$ cat src/rtl/clocked_c_pipeline.sv
// clocked_c_pipeline
//   Clocked Muller C-element micropipeline: WIDTH-bit tokens travel through
//   DEPTH stages. Both the producer side (req_i/ack_o) and the consumer side
//   (req_o/ack_i) use two-phase signalling, where each toggle is one event.
//   Stage i holds a token while its phase c[i] differs from c[i+1], so all
//   DEPTH stages can be occupied at once with alternating phases.
//
// Handshake:
//   producer offers a token by toggling req_i while req_i == ack_o, holds
//   data_i until ack_o follows; consumer sees a token while req_o != ack_i,
//   samples data_o, then toggles ack_i to retire it.
//
// Optional build macro: C_PIPE_PROTOCOL_CHECK_EN
//   When defined, a small checker flags handshake violations on err_o,
//   with bit0 for the producer and bit1 for the consumer; both bits are
//   sticky until reset. When undefined, err_o is constant zero.
module clocked_c_pipeline #(
  parameter  int WIDTH = 8,
  parameter  int DEPTH = 3,
  localparam int CW    = $clog2(DEPTH + 1)
) (
  input  logic             clk,
  input  logic             reset_n,
  input  logic             req_i,
  input  logic [WIDTH-1:0] data_i,
  output logic             ack_o,
  output logic             req_o,
  output logic [WIDTH-1:0] data_o,
  input  logic             ack_i,
  output logic [CW-1:0]    count_o,
  output logic             empty_o,
  output logic             full_o,
  output logic [1:0]       err_o
);

  // Phase bits and data registers, one per stage.
  logic [DEPTH-1:0] r_c;
  logic [WIDTH-1:0] r_d [DEPTH];

  // Registered occupancy and flags.
  logic [CW-1:0]    r_count;
  logic             r_empty;
  logic             r_full;

  // Neighbouring phases seen by each stage: c[i-1] and c[i+1], where
  // c[-1] is req_i and c[DEPTH] is ack_i.
  logic [DEPTH-1:0] w_prev;
  logic [DEPTH-1:0] w_next;
  logic [DEPTH-1:0] w_fire;
  logic [DEPTH-1:0] w_c_nxt;
  logic [DEPTH-1:0] w_tok_nxt;
  logic [CW-1:0]    w_count_nxt;
  logic [WIDTH-1:0] w_d_src [DEPTH];

  // C-element evaluation: a stage fires when its predecessor carries a new
  // phase and its successor has already consumed the current one. All
  // stages use pre-edge values, so a token moves at most one stage per clock
  // and a stage vacated this edge refills no earlier than the next edge.
  always_comb begin
    w_prev    = {r_c[DEPTH-2:0], req_i};
    w_next    = {ack_i, r_c[DEPTH-1:1]};
    w_fire    = (w_prev ^ r_c) & ~(r_c ^ w_next);
    w_c_nxt   = (r_c & ~w_fire) | (w_prev & w_fire);
    w_tok_nxt = w_c_nxt ^ {ack_i, w_c_nxt[DEPTH-1:1]};
  end

  // Popcount of next-state token occupancy, so the registered count lines
  // up with the phase bits it describes.
  always_comb begin
    w_count_nxt = '0;
    for (int i = 0; i < DEPTH; i++) begin
      w_count_nxt = w_count_nxt + {{(CW-1){1'b0}}, w_tok_nxt[i]};
    end
  end

  // Data source for each stage: the producer for stage 0, the upstream
  // stage register otherwise.
  for (genvar g = 0; g < DEPTH; g++) begin : g_src
    if (g == 0) begin : g_head
      assign w_d_src[g] = data_i;
    end else begin : g_body
      assign w_d_src[g] = r_d[g-1];
    end
  end

  // Phase registers: take the predecessor phase on fire, otherwise hold.
  always_ff @(posedge clk) begin
    if (!reset_n) begin
      r_c <= '0;
    end else begin
      r_c <= w_c_nxt;
    end
  end

  // Data registers: capture alongside the phase bit of the same stage.
  always_ff @(posedge clk) begin
    if (!reset_n) begin
      for (int i = 0; i < DEPTH; i++) begin
        r_d[i] <= '0;
      end
    end else begin
      for (int i = 0; i < DEPTH; i++) begin
        if (w_fire[i]) begin
          r_d[i] <= w_d_src[i];
        end
      end
    end
  end

  // Occupancy count and flags from the next-state phases.
  always_ff @(posedge clk) begin
    if (!reset_n) begin
      r_count <= '0;
      r_empty <= 1'b1;
      r_full  <= 1'b0;
    end else begin
      r_count <= w_count_nxt;
      r_empty <= (w_count_nxt == '0);
      r_full  <= (w_count_nxt == CW'(DEPTH));
    end
  end

  assign ack_o   = r_c[0];
  assign req_o   = r_c[DEPTH-1];
  assign data_o  = r_d[DEPTH-1];
  assign count_o = r_count;
  assign empty_o = r_empty;
  assign full_o  = r_full;

`ifdef C_PIPE_PROTOCOL_CHECK_EN
  // Previous-cycle copies of the incoming handshake lines.
  logic       r_req_q;
  logic       r_ack_q;
  logic [1:0] r_err;

  // Protocol checker: a producer toggle while the previous offer is still
  // unacknowledged, or a consumer toggle while no token is offered, sets a
  // sticky error bit. The data path never looks at these flops.
  always_ff @(posedge clk) begin
    if (!reset_n) begin
      r_req_q <= 1'b0;
      r_ack_q <= 1'b0;
      r_err   <= 2'b00;
    end else begin
      r_req_q <= req_i;
      r_ack_q <= ack_i;
      if ((req_i != r_req_q) && (r_req_q != r_c[0])) begin
        r_err[0] <= 1'b1;
      end
      if ((ack_i != r_ack_q) && (r_ack_q == r_c[DEPTH-1])) begin
        r_err[1] <= 1'b1;
      end
    end
  end

  assign err_o = r_err;
`else
  assign err_o = 2'b00;
`endif

endmodule

$ cat config.mk
export PLATFORM = sky130hd
export DESIGN_NAME = clocked_c_pipeline
export DESIGN_NICKNAME = d
export VERILOG_FILES = /design/src/rtl/clocked_c_pipeline.sv
export SDC_FILE = /design/constraint.sdc
export NUM_CORES = 1
export LEC_CHECK = 0
export ABC_CLOCK_PERIOD_IN_PS = 2300
export CORE_MARGIN = 10
export CORE_UTILIZATION = 53
export DETAILED_ROUTE_END_ITERATION = 10
export PLACE_DENSITY = 0.8
export SLEW_MARGIN = 25
export SYNTH_ARGS = -nofsm -noshare
export SYNTH_HDL_FRONTEND = slang
export SYNTH_SLANG_ARGS = --single-unit
$ cat constraint.sdc
create_clock -name clk -period 2.3 [get_ports clk]
set_input_delay 0.575 -clock clk [delete_from_list [all_inputs] [get_ports clk]]
set_output_delay 0.575 -clock clk [all_outputs]
set_load 0.02 [all_outputs]
==> flow_summary.toml, run 1 <==
[place]
dpl-instance-area_sq_um = 1970
placed_cells = 204
io_buffers = 25
place_hpwl_mm = 2.03
place_congestion = 0.713

[final_layout]
fin_cells = 212
n_fill_cell = 237
final_nets = 180
drive_gt1_frac = 0.268
utilization = 0.665
syn2layout_area_growth_pct = 18.6
insertedDiodeCount = 0
final_area_sq_um = 2050

[floorplanning]
io_pins = 28
die-area_sq_um = 5940
core_region_area_sq_um = 3080
fp.dieW_microns = 77.1
start_util = 0.561
num_rows = 20
die_h_microns = 77.1

[worst_hold_path]
min_path_type = "register to register"

[timing]
fin_crit_sh = 0.954
fin_skew_ns = 0.00728
setup_viol = 0
holdWs_ns = 0.595
slew_headroom = 0.507
drv_slew = 0
max_freq_mhz = 456
finalHoldViolations = 0
worstMarginPinSlew_ns = 0.737
fin_crit_ns = 2.19
rsz0062_at_grt = "false"

[clock_tree]
cts_setup_buffers = 0
cts_max_level = 2
insertion_delay_ns = 0.32
cts_hold_buf = 0
cts.sinks = 31
clockBufferDepth = 2
tritoncts = "yes"
cts-root-buf = "clkbuf_4"
clk_pin_slew_ns = 0.10
numCtsBuffers = 5
cts_resized = 0

[routing]
dr.pass1.iters = 4
vias_per_cell = 5.05
drt_iter0_drc = 36
ant_nets = 0
num_vias = 1071
post-route-drc-count = 0
wl_per_cell_microns = 12.8
routed_wl_mm = 2.72

[setup_path]
crit_path_max_incr_delay_ns = 0.70
end_kind = "output pin"
required_ns = 1.73
slowest_stage = "clkdlybuf4s50_1"
crit_family = "buffers and inverters"
start_kind = "register"
rrSetupSlack_ns = 0.45
crit_buf_inv = 1
path_cells = "clkdlybuf4s50_1"
cp.arrival_ns = 1.62
criticalPathCategory = "register to output pin"
worstPathMaxFanout = 14

[global_routing]
grt_pass1_vias = 1116
overflow = 0
grt_max_degree = 25
grt_pass1_wl_mm = 4.80
grtUsageTotal = 0.0961
grt_antenna_before_repair = 0

[logic_synthesis]
syn_avg_cell_area_sq_um = 11.9
ys_ff_latch = 31
synth_area_sq_um = 1730
synthCells = 145
yosysWarnings = 0
ys_seq_area_frac = 0.499
ys_types = 33

[power]
power.total_mw = 1.46
power.density_nw_per_um2 = 711
peakVddDrop_v = 0.000470
p_leak_nw = 0.764

[flow_run]
drv_cap = 0

[status]
status = "completed"
[stage by stage]
| stage | setup WS (ns) | TNS [ns] |
|---|---|---|
| after floorplan | 0.311 | 0 |
| after global placement | 0.00129 | 0 |
| after detailed placement | -0.0901 | -0.538 |
| after CTS | 0.101 | 0 |
| after global routing | 0.0424 | 0 |
| final | 0.105 | 0 |
[registers in the layout (all words and copies together), names as in the netlist]
| register | count |
|---|---|
| full_o | 1 |
| r_c | 3 |
| r_d | 24 |
| count_o | 2 |
| empty_o | 1 |
[placed cells by master, fill, tap and decap left out, types with 2 or more instances in the layout]
cell type and n:
a31oi_2 18, buf_12 3, conb_1 2, nand2_1 6, clkbuf_4 5, and2_1 4
nor2b_1 3, a21oi_1 3, clkdlybuf4s50_1 25, a31oi_1 4, edfxtp_1 24, dfxtp_1 7
buf_4 7, o21ai_0 5, o211ai_4 2, a31oi_4 2, inv_1 25, nor2_1 5
nor3_1 2
[per-layer routing]
metal / vias to the layer above / wire length, microns / global-route usage
li1: 530 / - / -
met5: - / 0 / 0
met2: 26 / 1410 / 0.172
met3: 7 / 206 / 0.0443
met4: 0 / 34 / 0.0383
met1: 508 / 1080 / 0.0937
[cell families (layout without fill, tap and decap cells)]
kind of cell,count (synthesis),in the layout,share of synthesized area
buffers and inverters,46,68,0.157
AO/OA/AOI/OAI,37,37,0.231
flip-flops,31,31,0.499
AND/OR/NAND/NOR,29,29,0.0986
adder cells (fa/ha/maj),1,1,0.0116
other,1,2,0.00217
[final timing paths]
kind	from	endpoint	depth (start not counted)
min reg2reg	r_d[0][15]	r_d[0][23]	2
min	r_d[0][15]	r_d[0][23]	2
max	r_c[2]	req_o	1
max reg2reg	r_c[2]	empty_o	5
[where the power goes]
part	switching [mW]	total [mW]	internal [mW]
Sequential	0.0328	0.719	0.686
Combinational	0.176	0.333	0.157
Clock	0.180	0.404	0.223
Total	0.389	1.46	1.07
[synthesized netlist by cell type (all sizes together)]
cell type,n,share of area
clkbuf,2,0.010
conb,1,0.0022
and2b,3,0.015
edfxtp,24,0.42
nor2b,4,0.019
and2,4,0.015
o21ai,6,0.020
nor3,2,0.0058
o21a,1,0.0044
nand3b,1,0.0044
nor2,6,0.015
inv,25,0.054
fa,1,0.012
dfxtp,7,0.081
nor3b,1,0.0044
a21oi,3,0.0087
o211ai,3,0.029
and3,2,0.0080
buf,19,0.093
nand2,6,0.013
a31oi,24,0.17
[final cells by class]
type / count / area (sq um) / area share
flip-flops and latches: 31 / 861 / 0.421
multi-input cells: 69 / 597 / 0.292
repair buffers: 35 / 363 / 0.177
inverters: 25 / 93.8 / 0.0459
well taps: 44 / 55.1 / 0.0269
clock inverters: 3 / 38.8 / 0.0190
clock buffers: 5 / 37.5 / 0.0183
[tightest hold or removal path, delay by kind of cell (launching register included)]
kind | cells | cell delay (ns)
flops | 1 | 0.33
buf+inv | 1 | 0.04
compound gates | 1 | 0.12
(Power assumes the default switching activity.)
==> run 2: changes to the inputs <==
CTS_CLUSTER_SIZE = 40   (was default)
MAX_ROUTING_LAYER = met4   (was default)
==> run 2 against run 1 <==
Against the previous run:
- fmax is 0.23% higher
- via count is 0.28% higher
- design area stayed put
- routed wire length is 0.66% higher
- critical path depth stayed put
- final cell count stayed put
- register-to-register slack hardly changed
==> flow_summary.toml, run 2 (synthesis gave the netlist of run 1 again) <==
[setup_path]
crit_path_max_incr_delay_ns = 0.70
cp-startpoint = "r_c[2]"
start_kind = "register"
required_ns = 1.73
path_cells = "clkdlybuf4s50_1"
r2r-start = "r_c[1]"
criticalPathCategory = "register to output pin"
crit_family = "buffers and inverters"
end_kind = "output pin"
worstPathMaxFanout = 14
cp.arrival_ns = 1.61
crit_buf_inv = 1
slowest_stage = "clkdlybuf4s50_1"

[timing]
slew_headroom = 0.507
setup_tns_ns = 0
finalHoldViolations = 0
drv_slew = 0
fin_crit_sh = 0.952
max_freq_mhz = 457
setup_viol = 0
setup_ws_ns = 0.110
fin_crit_ns = 2.19
worstMarginPinSlew_ns = 0.737
holdWs_ns = 0.592
fin_skew_ns = 0.00722
rsz0062_at_grt = "false"

[power]
power.density_nw_per_um2 = 712
power_frac_seq = 0.494
p_leak_nw = 0.764
power.total_mw = 1.46
pwr-share-comb = 0.229
peakVddDrop_v = 0.000471
switchingPower_mw = 0.390
intPower_mw = 1.07
p_clk_frac = 0.277
p_sw_frac = 0.268

[routing]
vias_per_cell = 5.07
met2_length_mm = 1.41
wl_per_cell_microns = 12.9
dr.pass1.iters = 4
post-route-drc-count = 0
routed_wl_mm = 2.74
met3WireLength_microns = 184
drt_iter0_drc = 36
top_layer = "met4"
wl_met1_mm = 1.12
num_vias = 1074
ant_nets = 0

[floorplanning]
num_rows = 20
die_h_microns = 77.1
io_pins = 28
core_region_area_sq_um = 3080
die-area_sq_um = 5940
start_util = 0.561
fp.dieW_microns = 77.1

[worst_hold_path]
min_path_type = "register to register"
hp-start = "r_d[0][15]"

[final_layout]
largest_reg_flops = 24
final_nets = 180
layout_common_cells = "25 x inv_1, 25 x clkdlybuf4s50_1, 24 x edfxtp_1, 18 x a31oi_2"
regMostFlops = "r_d"
utilization = 0.665
drive_gt1_frac = 0.268
insertedDiodeCount = 0
syn2layout_area_growth_pct = 18.6

[place]
detailedPlace.worstSlack_ns = -0.0901
io_buffers = 25
place_hpwl_mm = 2.03
place_congestion = 0.721

[global_routing]
grt_pass1_vias = 1100
grt_pass1_wl_mm = 4.83
grtUsageTotal = 0.100
overflow = 0
grt_max_degree = 25
grt_antenna_before_repair = 0

[clock_tree]
clockBufferDepth = 2
clk_pin_slew_ns = 0.10
cts_max_level = 2
cts.sinks = 31
cts-root-buf = "clkbuf_4"
cts_hold_buf = 0
cts_resized = 0
numCtsBuffers = 5
tritoncts = "yes"
cts_setup_buffers = 0
insertion_delay_ns = 0.32

[flow_run]
drv_cap = 0

[status]
status = "completed"
## run 2: cell counts in the layout (fill, tap and decap cells not counted)
No cell type changed its count.
## run 2: worst register-to-register path: cells and delay by family (launching register included)
kind	cells	cell delay, ns
flip-flops	1	0.54
AO/OA/AOI/OAI	2	0.21
AND/OR/NAND/NOR	3	0.45
adder cells (fa/ha/maj)	1	0.57
## run 2: per-layer routing
metal,vias to the layer above,GRT usage
li1,529,-
met1,513,0.0979
met2,27,0.171
met3,5,0.0536
met4,0,0.0274
met5,-,-
## run 2: power by group through the flow
| stage | Combinational (mW) | Clock [mW] | Sequential (mW) |
|---|---|---|---|
| finish | 0.333 | 0.404 | 0.719 |
| global route | 0.364 | 0.440 | 0.730 |
| CTS | 0.338 | 0.410 | 0.720 |
| detailed placement | 0.336 | 0 | 0.732 |
| global placement | 0.324 | 0 | 0.729 |
| floorplan | 0.222 | 0 | 0.739 |
## run 2: path summary, 6_finish.rpt
kind	depth (start not counted)	slack [ns]	end
hold / removal	2	0.59	r_d[0][23]
hold reg to reg	2	0.59	r_d[0][23]
setup reg to reg	6	0.44	empty_o
setup / recovery	1	0.11	req_o
## run 2: layout make-up
class                      count  area, sq um
clock buffer                   5         37.5
clock inverter                 3         38.8
fill                         237         1030
inverter                      25         93.8
multi-input combinational     69          597
sequential                    31          861
tap                           44         55.1
timing repair buffer          35          363
## run 2: stage by stage
step,instance area [sq um],instances
2_1_floorplan,1730,146
3_3_place_gp,1970,204
3_5_place_dp,1970,204
4_1_cts,2050,212
5_1_grt,2050,212
6_report,2050,212
